### src/rtl/alu_muldiv_seq.sv
// Sequential unsigned MULTU/DIVU unit that borrows the shared ALU one step per grant.
// Optional abort input enabled by defining MULDIV_ABORT_EN.
module alu_muldiv_seq #(
  parameter int          WIDTH     = 32,
  parameter logic [3:0]  CTRL_ADDU = 4'd4,
  parameter logic [3:0]  CTRL_SUBU = 4'd5
) (
  input  logic             clk_i,
  input  logic             rst_i,
  input  logic             start_i,
  input  logic             op_i,
  input  logic [WIDTH-1:0] src1_i,
  input  logic [WIDTH-1:0] src2_i,
`ifdef MULDIV_ABORT_EN
  input  logic             abort_i,
`endif
  output logic             busy_o,
  output logic             done_o,
  output logic [WIDTH-1:0] hi_o,
  output logic [WIDTH-1:0] lo_o,
  output logic             div_zero_o,
  output logic             alu_req_o,
  input  logic             alu_gnt_i,
  output logic [3:0]       alu_ctrl_o,
  output logic [WIDTH-1:0] alu_src1_o,
  output logic [WIDTH-1:0] alu_src2_o,
  input  logic [WIDTH-1:0] alu_result_i
);
  localparam int CW = $clog2(WIDTH);

  typedef enum logic [1:0] {S_IDLE, S_RUN, S_DONE} state_e;

  state_e           state_q, state_d;
  logic             op_q, op_d;
  logic [WIDTH-1:0] d_q, d_d;
  logic [WIDTH-1:0] hi_q, hi_d;
  logic [WIDTH-1:0] lo_q, lo_d;
  logic [CW-1:0]    cnt_q, cnt_d;
  logic             dz_q, dz_d;

  logic [WIDTH-1:0] rem_p;
  logic             ge, carry;

  // Divide step works on the remainder shifted left by one, pulling in the next dividend bit.
  assign rem_p = {hi_q[WIDTH-2:0], lo_q[WIDTH-1]};
  assign ge    = hi_q[WIDTH-1] | !(rem_p < d_q);
  assign carry = alu_result_i < hi_q;

  always_ff @(posedge clk_i or posedge rst_i) begin
    if (rst_i) begin
      state_q <= S_IDLE;
      op_q    <= 1'b0;
      d_q     <= '0;
      hi_q    <= '0;
      lo_q    <= '0;
      cnt_q   <= '0;
      dz_q    <= 1'b0;
    end else begin
      state_q <= state_d;
      op_q    <= op_d;
      d_q     <= d_d;
      hi_q    <= hi_d;
      lo_q    <= lo_d;
      cnt_q   <= cnt_d;
      dz_q    <= dz_d;
    end
  end

  always_comb begin
    state_d    = state_q;
    op_d       = op_q;
    d_d        = d_q;
    hi_d       = hi_q;
    lo_d       = lo_q;
    cnt_d      = cnt_q;
    dz_d       = dz_q;
    alu_ctrl_o = CTRL_ADDU;
    alu_src1_o = '0;
    alu_src2_o = '0;
    case (state_q)
      S_IDLE: begin
        if (start_i) begin
          op_d  = op_i;
          cnt_d = '0;
          dz_d  = 1'b0;
          if (op_i && (src2_i == '0)) begin
            hi_d    = src1_i;
            lo_d    = '1;
            dz_d    = 1'b1;
            state_d = S_DONE;
          end else begin
            d_d     = op_i ? src2_i : src1_i;
            hi_d    = '0;
            lo_d    = op_i ? src1_i : src2_i;
            state_d = S_RUN;
          end
        end
      end
      S_RUN: begin
        if (op_q) begin
          alu_ctrl_o = CTRL_SUBU;
          alu_src1_o = rem_p;
          alu_src2_o = d_q;
        end else begin
          alu_src1_o = hi_q;
          alu_src2_o = lo_q[0] ? d_q : '0;
        end
`ifdef MULDIV_ABORT_EN
        if (abort_i) begin
          hi_d    = '0;
          lo_d    = '0;
          dz_d    = 1'b0;
          state_d = S_IDLE;
        end else
`endif
        if (alu_gnt_i) begin
          if (op_q) begin
            hi_d = ge ? alu_result_i : rem_p;
            lo_d = {lo_q[WIDTH-2:0], ge};
          end else begin
            hi_d = {carry, alu_result_i[WIDTH-1:1]};
            lo_d = {alu_result_i[0], lo_q[WIDTH-1:1]};
          end
          cnt_d = cnt_q + 1'b1;
          if (cnt_q == CW'(WIDTH - 1)) state_d = S_DONE;
        end
      end
      S_DONE:  state_d = S_IDLE;
      default: state_d = S_IDLE;
    endcase
  end

  assign busy_o     = (state_q == S_RUN);
  assign alu_req_o  = (state_q == S_RUN);
  assign done_o     = (state_q == S_DONE);
  assign hi_o       = hi_q;
  assign lo_o       = lo_q;
  assign div_zero_o = dz_q;
endmodule

### config.mk
export PLATFORM = sky130hd
export DESIGN_NAME = alu_muldiv_seq
export DESIGN_NICKNAME = d
export VERILOG_FILES = /design/src/rtl/alu_muldiv_seq.sv
export SDC_FILE = /design/constraint.sdc
export NUM_CORES = 1
export LEC_CHECK = 0
export ABC_CLOCK_PERIOD_IN_PS = 4000
export BUFFER_PORTS_ARGS = -buffer_cell sky130_fd_sc_hd__clkbuf_2
export CAP_MARGIN = 20
export CELL_PAD_IN_SITES_DETAIL_PLACEMENT = 1
export CELL_PAD_IN_SITES_GLOBAL_PLACEMENT = 1
export CORE_UTILIZATION = 39
export DETAILED_ROUTE_END_ITERATION = 12
export PLACE_DENSITY_LB_ADDON = 0.3
export SYNTH_ARGS = -nofsm -noshare
export SYNTH_HDL_FRONTEND = slang
export SYNTH_SLANG_ARGS = --single-unit
export TNS_END_PERCENT = 1
### constraint.sdc
create_clock -name clk_i -period 4 [get_ports clk_i]
set_input_delay 0.8 -clock clk_i [delete_from_list [all_inputs] [get_ports clk_i]]
set_output_delay 0.8 -clock clk_i [all_outputs]
set_load 0.03 [all_outputs]
==> results of run 1 <==
==> worst paths after layout <==
check                                           from              endpoint  cells after the start
worst max-delay path            hi_o[28]$_DFFE_PP0P_  hi_o[23]$_DFFE_PP0P_                      9
worst min-delay path            cnt_q[4]$_DFFE_PP0P_  cnt_q[4]$_DFFE_PP0P_                      2
worst max register to register  hi_o[28]$_DFFE_PP0P_  hi_o[23]$_DFFE_PP0P_                      9
worst min register to register  cnt_q[4]$_DFFE_PP0P_  cnt_q[4]$_DFFE_PP0P_                      2
max in group asynchronous                      rst_i   d_q[14]$_DFFE_PP0P_                      3
min in group asynchronous                      rst_i  lo_o[24]$_DFFE_PP0P_                      2
==> placed cells by master, fill, tap and decap left out, types with 5 or more instances in the layout <==
cell,count
a211oi_1,5
o22ai_1,31
dfrtp_1,104
clkbuf_2,232
nand4_1,40
inv_1,63
mux2i_1,95
and3_1,30
a21oi_1,54
buf_4,21
o21ai_0,75
mux2_2,31
nand4b_1,29
a22oi_1,29
a21o_1,10
and2_1,5
ha_1,64
nor2_1,77
nor4_1,6
nand2_1,117
clkbuf_16,9
nor3_1,32
==> power by group through the flow <==
| stage | logic [mW] | registers [mW] | clock network, mW |
|---|---|---|---|
| 5_1_grt | 6.82 | 2.32 | 0.943 |
| 3_3_place_gp | 6.04 | 2.22 | 0 |
| 4_1_cts | 6.24 | 2.23 | 0.915 |
| 2_1_floorplan | 3.95 | 2.55 | 0 |
| 6_report | 6.23 | 2.23 | 0.896 |
| 3_5_place_dp | 6.21 | 2.25 | 0 |
==> per-layer routing <==
| metal | part of all wire | wire [um] |
|---|---|---|
| met1 | 0.44 | 14200 |
| met2 | 0.48 | 15500 |
| met3 | 0.060 | 1940 |
| met5 | 0 | 0 |
| met4 | 0.023 | 739 |
==> state kept, by name, summed over array words and instances (netlist names) <==
signal      cells
d_q            32
hi_o           32
lo_o           32
cnt_q           5
state_q         2
div_zero_o      1
op_q            1
==> tightest hold or removal path, delay by kind of cell, from the launching register on <==
family / cells / cell delay [ns]
compound gates: 1 / 0.06
flops: 1 / 0.35
simple gates: 1 / 0.05
==> cell families (layout without fill, tap and decap cells) <==
kind of cell,Yosys count,after routing,synth area share
xor gates and xnor gates,2,2,0.00204
DFF,105,105,0.307
muxes,126,126,0.152
and+or+nand+nor,362,362,0.213
buffers and inverters,146,337,0.0705
other,2,4,0.000876
AOI/OAI and AO/OA,230,230,0.162
adders and majority gates,64,64,0.0934
==> layout make-up <==
| class | count | share of cell area |
|---|---|---|
| Timing Repair Buffer | 256 | 0.134 |
| Tap cell | 275 | 0.0335 |
| Clock inverter | 6 | 0.00476 |
| Multi-Input combinational cell | 787 | 0.524 |
| Clock buffer | 10 | 0.0223 |
| Sequential cell | 105 | 0.256 |
| Inverter | 65 | 0.0240 |
| Antenna cell | 1 | 0.000244 |
==> results.cfg, run 1 <==
[timing]
fmax_mhz = 318
tns_ns = 0
min_period_ns = 3.14
period_share = 0.785
setup_slack_ns = 0.860
final_hold_viol_count = 0
maxSlewHeadroom = 0.420
tightestPinTransition_ns = 0.862
fin_hold_ws_ns = 0.493
fin_worst_skew_ns = 0.0176
setup_violations = 0
rsz0062_at_grt = no
drv_slew = 0

[die]
die_x_um = 150
rows = 53
die-area_um2 = 22600
fp.dieH_um = 150
boundaryPins = 237
start_util = 0.403
core-area_um2 = 21300

[final_layout]
design_area_um2 = 10300
num-fill-cells = 2648
ff_latch_area_um2 = 2630
fin_cells = 1505
drive_gt1_frac = 0.257
nets = 1389
final_util = 0.482
multi_input_area_um2 = 5380
syn_to_final_growth_pct = 19.7

[grt]
gr-usage-met1 = 0.389
grt_use_met2 = 0.495
grt_pass1_vias = 8935
grt_max_degree = 68
globalRouteOverflowTotal = 0
grt_pass1_wl_mm = 50.4
top_usage_layer = met2
gr-usage-all-layers = 0.292
grt_util_met3 = 0.0382
antenna_found_initial = 0

[clocking]
cts_resized = 0
postCtsSetupRepairBufs = 0
h-tree-depth = 3
cts_made_buffers = 9
cts_sinks = 105
cts_tree = yes
insertion_delay_ns = 0.37
cts_hold_buf = 0
cts_root_buffer = clkbuf_16
clkSlewWorstSetupHoldPaths_ns = 0.08
clockBufferDepth = 2

[drt]
drcViolationCount = 0
viasPerCell = 5.91
vias = 8888
finalWirelength_mm = 32.3
avgRoutedWirePerCell_um = 21.5
firstDrtPassIters = 5
antenna_left = 0
drt_iter0_markers = 477

[power_and_ir_drop]
p_clk_frac = 0.096
p_leak_nw = 5.06
netSwitchingFraction = 0.565
p_total_mw = 9.36
power_density_nw_per_um2 = 912
p_switching_mw = 5.29
p_seq_frac = 0.239
p_int_mw = 4.07
ir_worst_vdd_mv = 0.596
combPwrFrac = 0.665

[synth]
ys_async_sr_fraction = 1.00
syn_avg_cell_area_um2 = 8.26
synth_seq_cells = 105
ys_types = 52
syn_inst = 1037
synth_area_leader_cell = dfrtp_1
synth_edf_count = 0
synth.most_common_cell = nand2_1
synth-warning-count = 0
syn_area_um2 = 8570
yosysSeqAreaShare = 0.307
synth_top_area_frac = 0.307
synth_common_cells = nand2_1 (117), dfrtp_1 (105), mux2i_1 (95)
synthTopCellsByArea = dfrtp_1 (31%), mux2i_1 (11%), ha_1 (9.3%)
synth-main-ff-cell = dfrtp_1

[placed_design]
place.gp.congestion = 0.883
dpl.hpwl_mm = 24.3
dp.cells = 1488
detailedPlace.worstSlack_ns = 0.718
placed_cell_area_um2 = 9980
io_buffers = 233

[critical_path]
crit_family = compound AO/OA/AOI/OAI gates
arrival_ns = 3.39
cp.required_ns = 4.25
critPathCaptureType = register
crit_path_frequent_cell = a21o_1
cp_slowest_cell = nor3_4
max_stage_delay_ns = 0.61
criticalPathCategory = register to register
path_cells = ha_1, a21o_1, a21o_1, a211oi_1, o221ai_1, nor3_4, buf_12, nand4_1, and3_1
r2r_setup_slack_ns = 0.86
start_kind = register
critPathBufInv = 1
cp_max_fo = 20

[run]
timing.max_cap.violations = 0

[hold_path]
holdCritPathClass = register to register

[status]
status = finished clean
(Power assumes the default switching activity.)
==> run 2, diff against run 1 <==
ABC_CLOCK_PERIOD_IN_PS = 3100   (was 4000)
clock period = 3.1 ns   (was 4 ns; I/O delays follow)
==> run 2 against run 1 <==
  * Final area up 0.90%
  * Clock power up 28%
  * Core utilization rose by 0.44 points
  * Clock skew is 0.0054 ns lower
  * Worst hold slack worse by 0.21 ns
  * Die area unchanged
  * Sequential share of layout area is 0.23 points lower
  * Power increased by 30%
  * Via count is 0.64% lower
  * Highest routed layer is now met5
==> results.cfg, run 2 (synthesis results as in run 1) <==
[power_and_ir_drop]
p_leak_nw = 5.12
p_total_mw = 12.1
power_density_nw_per_um2 = 1170
ir_worst_vdd_mv = 0.602

[drt]
antenna_left = 0
viasPerCell = 5.84
vias = 8831
firstDrtPassIters = 5
avgRoutedWirePerCell_um = 21.3
finalWirelength_mm = 32.1
drcViolationCount = 0
drt_iter0_markers = 437

[critical_path]
cp.required_ns = 3.35
startpoint = hi_o[28]$_DFFE_PP0P_
start_kind = register
rr_startpoint = hi_o[28]$_DFFE_PP0P_
arrival_ns = 3.13
criticalPathCategory = register to register
critPathCaptureType = register
cp_max_fo = 18

[status]
status = finished clean

[timing]
drv_slew = 0
fin_hold_ws_ns = 0.287
rsz0062_at_grt = no
fmax_mhz = 347
min_period_ns = 2.88
tightestPinTransition_ns = 1.09
setup_violations = 0
maxSlewHeadroom = 0.270
period_share = 0.928
fin_worst_skew_ns = 0.0121
final_hold_viol_count = 0
tns_ns = 0

[clocking]
cts_tree = yes
cts_root_buffer = clkbuf_16
cts_hold_buf = 0
postCtsSetupRepairBufs = 0
insertion_delay_ns = 0.37
cts_resized = 0
cts_made_buffers = 9
cts_sinks = 105
h-tree-depth = 3
clockBufferDepth = 2
clkSlewWorstSetupHoldPaths_ns = 0.08

[final_layout]
drive_gt1_frac = 0.262
fin_cells = 1511
final_common_cell = clkbuf_2
design_area_um2 = 10400
diodes = 0
final_cell_mix = clkbuf_2 (232), nand2_1 (117), dfrtp_1 (104)
syn_to_final_growth_pct = 20.8
nets = 1397

[grt]
grt_pass1_wl_mm = 50.3
grt_max_degree = 77
antenna_found_initial = 1
grt_pass1_vias = 8907
gr-usage-all-layers = 0.292
globalRouteOverflowTotal = 0

[die]
fp.dieH_um = 150
core-area_um2 = 21300
die-area_um2 = 22600
rows = 53
start_util = 0.403
die_x_um = 150
boundaryPins = 237

[placed_design]
place.gp.congestion = 0.897
dpl.hpwl_mm = 24.3
placed_cell_area_um2 = 10100
dp.cells = 1496
io_buffers = 233

[hold_path]
holdCritPathClass = input port to async pin

[run]
timing.max_cap.violations = 0
## run 2: changes by cell type in the layout (fill, tap and decap cells not counted), moves of 2 or more
cell / previous run / this run
clkinv_4: 0 / 2
buf_12: 3 / 6
buf_4: 21 / 26
clkinvlp_4: 3 / 1
## run 2: worst max-delay path: stages (launching register included)
cell and delay (ns):
dfrtp_1 0.47, ha_1 0.35, a21o_1 0.16, a21o_1 0.18, a211oi_1 0.33, o221ai_1 0.35, nor3_4 0.22, buf_4 0.32
nand4_1 0.15, and3_1 0.23
## run 2: metrics by stage
stage	setup WS, ns	utilization
2_1_floorplan	0.570	-
3_3_place_gp	0.368	0.474
3_5_place_dp	0.296	0.474
4_1_cts	0.283	0.486
5_1_grt	0.0421	0.486
6_report	0.222	0.486
## run 2: path summary, 6_finish.rpt
| path | to | depth (start not counted) | slack [ns] |
|---|---|---|---|
| setup / recovery | hi_o[19]$_DFFE_PP0P_ | 9 | 0.22 |
| hold / removal | lo_o[25]$_DFFE_PP0P_ | 2 | 0.29 |
| setup reg to reg | hi_o[19]$_DFFE_PP0P_ | 9 | 0.22 |
| hold reg to reg | div_zero_o$_DFFE_PP0P_ | 1 | 0.51 |
| max in group asynchronous | d_q[9]$_DFFE_PP0P_ | 3 | 1.99 |
| min in group clk_i | div_zero_o$_DFFE_PP0P_ | 1 | 0.51 |
## run 2: metal layers
| layer | global-route usage | up-vias | wire length, um |
|---|---|---|---|
| li1 | - | 4144 | - |
| met1 | 0.382 | 4344 | 14100 |
| met2 | 0.490 | 290 | 15400 |
| met3 | 0.0452 | 51 | 1690 |
| met4 | 0.0980 | 2 | 842 |
| met5 | 0 | - | 17 |
## run 2: cell type report
class,count,area (um^2)
inverters,65,248
flip-flops and latches,105,2630
multi-input cells,787,5380
well taps,275,344
repair buffers,264,1480
fillers,2628,10900
clock inverters,6,48.8
clock buffers,9,225
## run 2: power by group
group | internal (mW) | switching, mW | leakage, nW
combinational | 2.74 | 5.49 | 3.69
clock | 0.553 | 0.597 | 0.137
sequential | 2.02 | 0.746 | 1.30
==> run 3, diff against run 2 <==
RECOVER_POWER = 25   (was unset)
==> run 3 against run 2 <==
  * Flip-flop and latch count is the same
  * Final area is essentially flat
  * First-iteration DRC count grew 0.92%
  * Clock-buffer cell count is the same
  * Fmax shrank 0.34%
  * Setup slack lost 0.0098 ns
==> results.cfg, run 3 (synthesis results as in run 1) <==
[critical_path]
critPathCaptureType = register
ff2ff_path_depth = 9
arrival_ns = 3.14
criticalPathCategory = register to register
cp_max_fo = 18
cp.required_ns = 3.35
start_kind = register

[clocking]
clkSlewWorstSetupHoldPaths_ns = 0.08
clockBufferDepth = 2
cts_hold_buf = 0
cts_sinks = 105
cts_made_buffers = 9
h-tree-depth = 3
postCtsSetupRepairBufs = 0
insertion_delay_ns = 0.37
cts_root_buffer = clkbuf_16
cts_tree = yes
cts_resized = 0

[grt]
grt_max_degree = 77
grt_pass1_vias = 8907
grt_pass1_wl_mm = 50.3
antenna_found_initial = 1
gr-usage-all-layers = 0.292
globalRouteOverflowTotal = 0

[die]
die-area_um2 = 22600
core-area_um2 = 21300
boundaryPins = 237
die_x_um = 150
fp.dieH_um = 150
start_util = 0.403
rows = 53

[timing]
drv_slew = 0
maxSlewHeadroom = 0.221
setup_violations = 0
tightestPinTransition_ns = 1.16
tns_ns = 0
fmax_mhz = 346
fin_worst_skew_ns = 0.0121
final_hold_viol_count = 0
rsz0062_at_grt = no
period_share = 0.932
min_period_ns = 2.89

[final_layout]
drive_gt1_frac = 0.261
ff_latch_area_um2 = 2630
syn_to_final_growth_pct = 20.7
final_util = 0.486
diodes = 0
nets = 1397
multi_input_area_um2 = 5380
final_common_cell = clkbuf_2
num-fill-cells = 2629
final_cell_mix = clkbuf_2 (232), nand2_1 (117), dfrtp_1 (104)

[power_and_ir_drop]
p_leak_nw = 5.12
power_density_nw_per_um2 = 1170
ir_worst_vdd_mv = 0.606

[placed_design]
place.gp.congestion = 0.897
dpl.hpwl_mm = 24.3
io_buffers = 233

[drt]
drcViolationCount = 0
firstDrtPassIters = 5
vias = 8828
viasPerCell = 5.84
finalWirelength_mm = 32.1
drt_iter0_markers = 441
antenna_left = 0
avgRoutedWirePerCell_um = 21.3

[status]
status = finished clean

[run]
timing.max_cap.violations = 0

[hold_path]
holdCritPathClass = input port to async pin
==> run 3: layout make-up <==
| class | instances | area share |
|---|---|---|
| multi-input combinational | 787 | 0.520 |
| clock buffer | 9 | 0.0218 |
| sequential | 105 | 0.254 |
| tap | 275 | 0.0333 |
| timing repair buffer | 264 | 0.142 |
| inverter | 65 | 0.0237 |
| clock inverter | 6 | 0.00472 |
==> run 3: stage by stage <==
step / cells / power [mW] / hold slack [ns] / setup WS, ns / area, um^2
CTS: 1511 / 12.2 / 0.302 / 0.283 / 10400
global route: 1511 / 13.1 / 0.515 / 0.0421 / 10300
detailed placement: 1496 / 11.0 / 0.492 / 0.296 / 10100
global placement: 1496 / 10.7 / 0.463 / 0.368 / 10100
floorplan: 1038 / 8.38 / 0.456 / 0.570 / 8580
finish: 1511 / 12.1 / 0.447 / 0.212 / 10300
==> run 3: path summary, 6_finish.rpt <==
check,start,endpoint,slack [ns]
worst max-delay path,hi_o[28]$_DFFE_PP0P_,hi_o[19]$_DFFE_PP0P_,0.21
worst min-delay path,rst_i,lo_o[25]$_DFFE_PP0P_,0.45
worst max register to register,hi_o[28]$_DFFE_PP0P_,hi_o[19]$_DFFE_PP0P_,0.21
worst min register to register,div_zero_o$_DFFE_PP0P_,div_zero_o$_DFFE_PP0P_,0.51
max in group asynchronous,rst_i,d_q[9]$_DFFE_PP0P_,1.32
min in group clk_i,div_zero_o$_DFFE_PP0P_,div_zero_o$_DFFE_PP0P_,0.51
==> run 3: critical path: stages, from the launching register on <==
cell      delay, ns
dfrtp_1        0.47
ha_1           0.35
a21o_1         0.16
a21o_1         0.18
a211oi_1       0.33
o221ai_1       0.35
nor3_4         0.23
buf_4          0.32
nand4_1        0.15
and3_1         0.23
==> run 3: power breakdown <==
part	leakage, nW	internal (mW)	switching (mW)
clock network	0.137	0.553	0.597
registers	1.30	2.02	0.747
logic	3.68	2.74	5.49
==> run 3: per-layer routing <==
metal | part of all wire | track usage
met4 | 0.027 | 0.0980
met5 | 0.00053 | 0
met3 | 0.053 | 0.0452
met2 | 0.48 | 0.490
met1 | 0.44 | 0.382
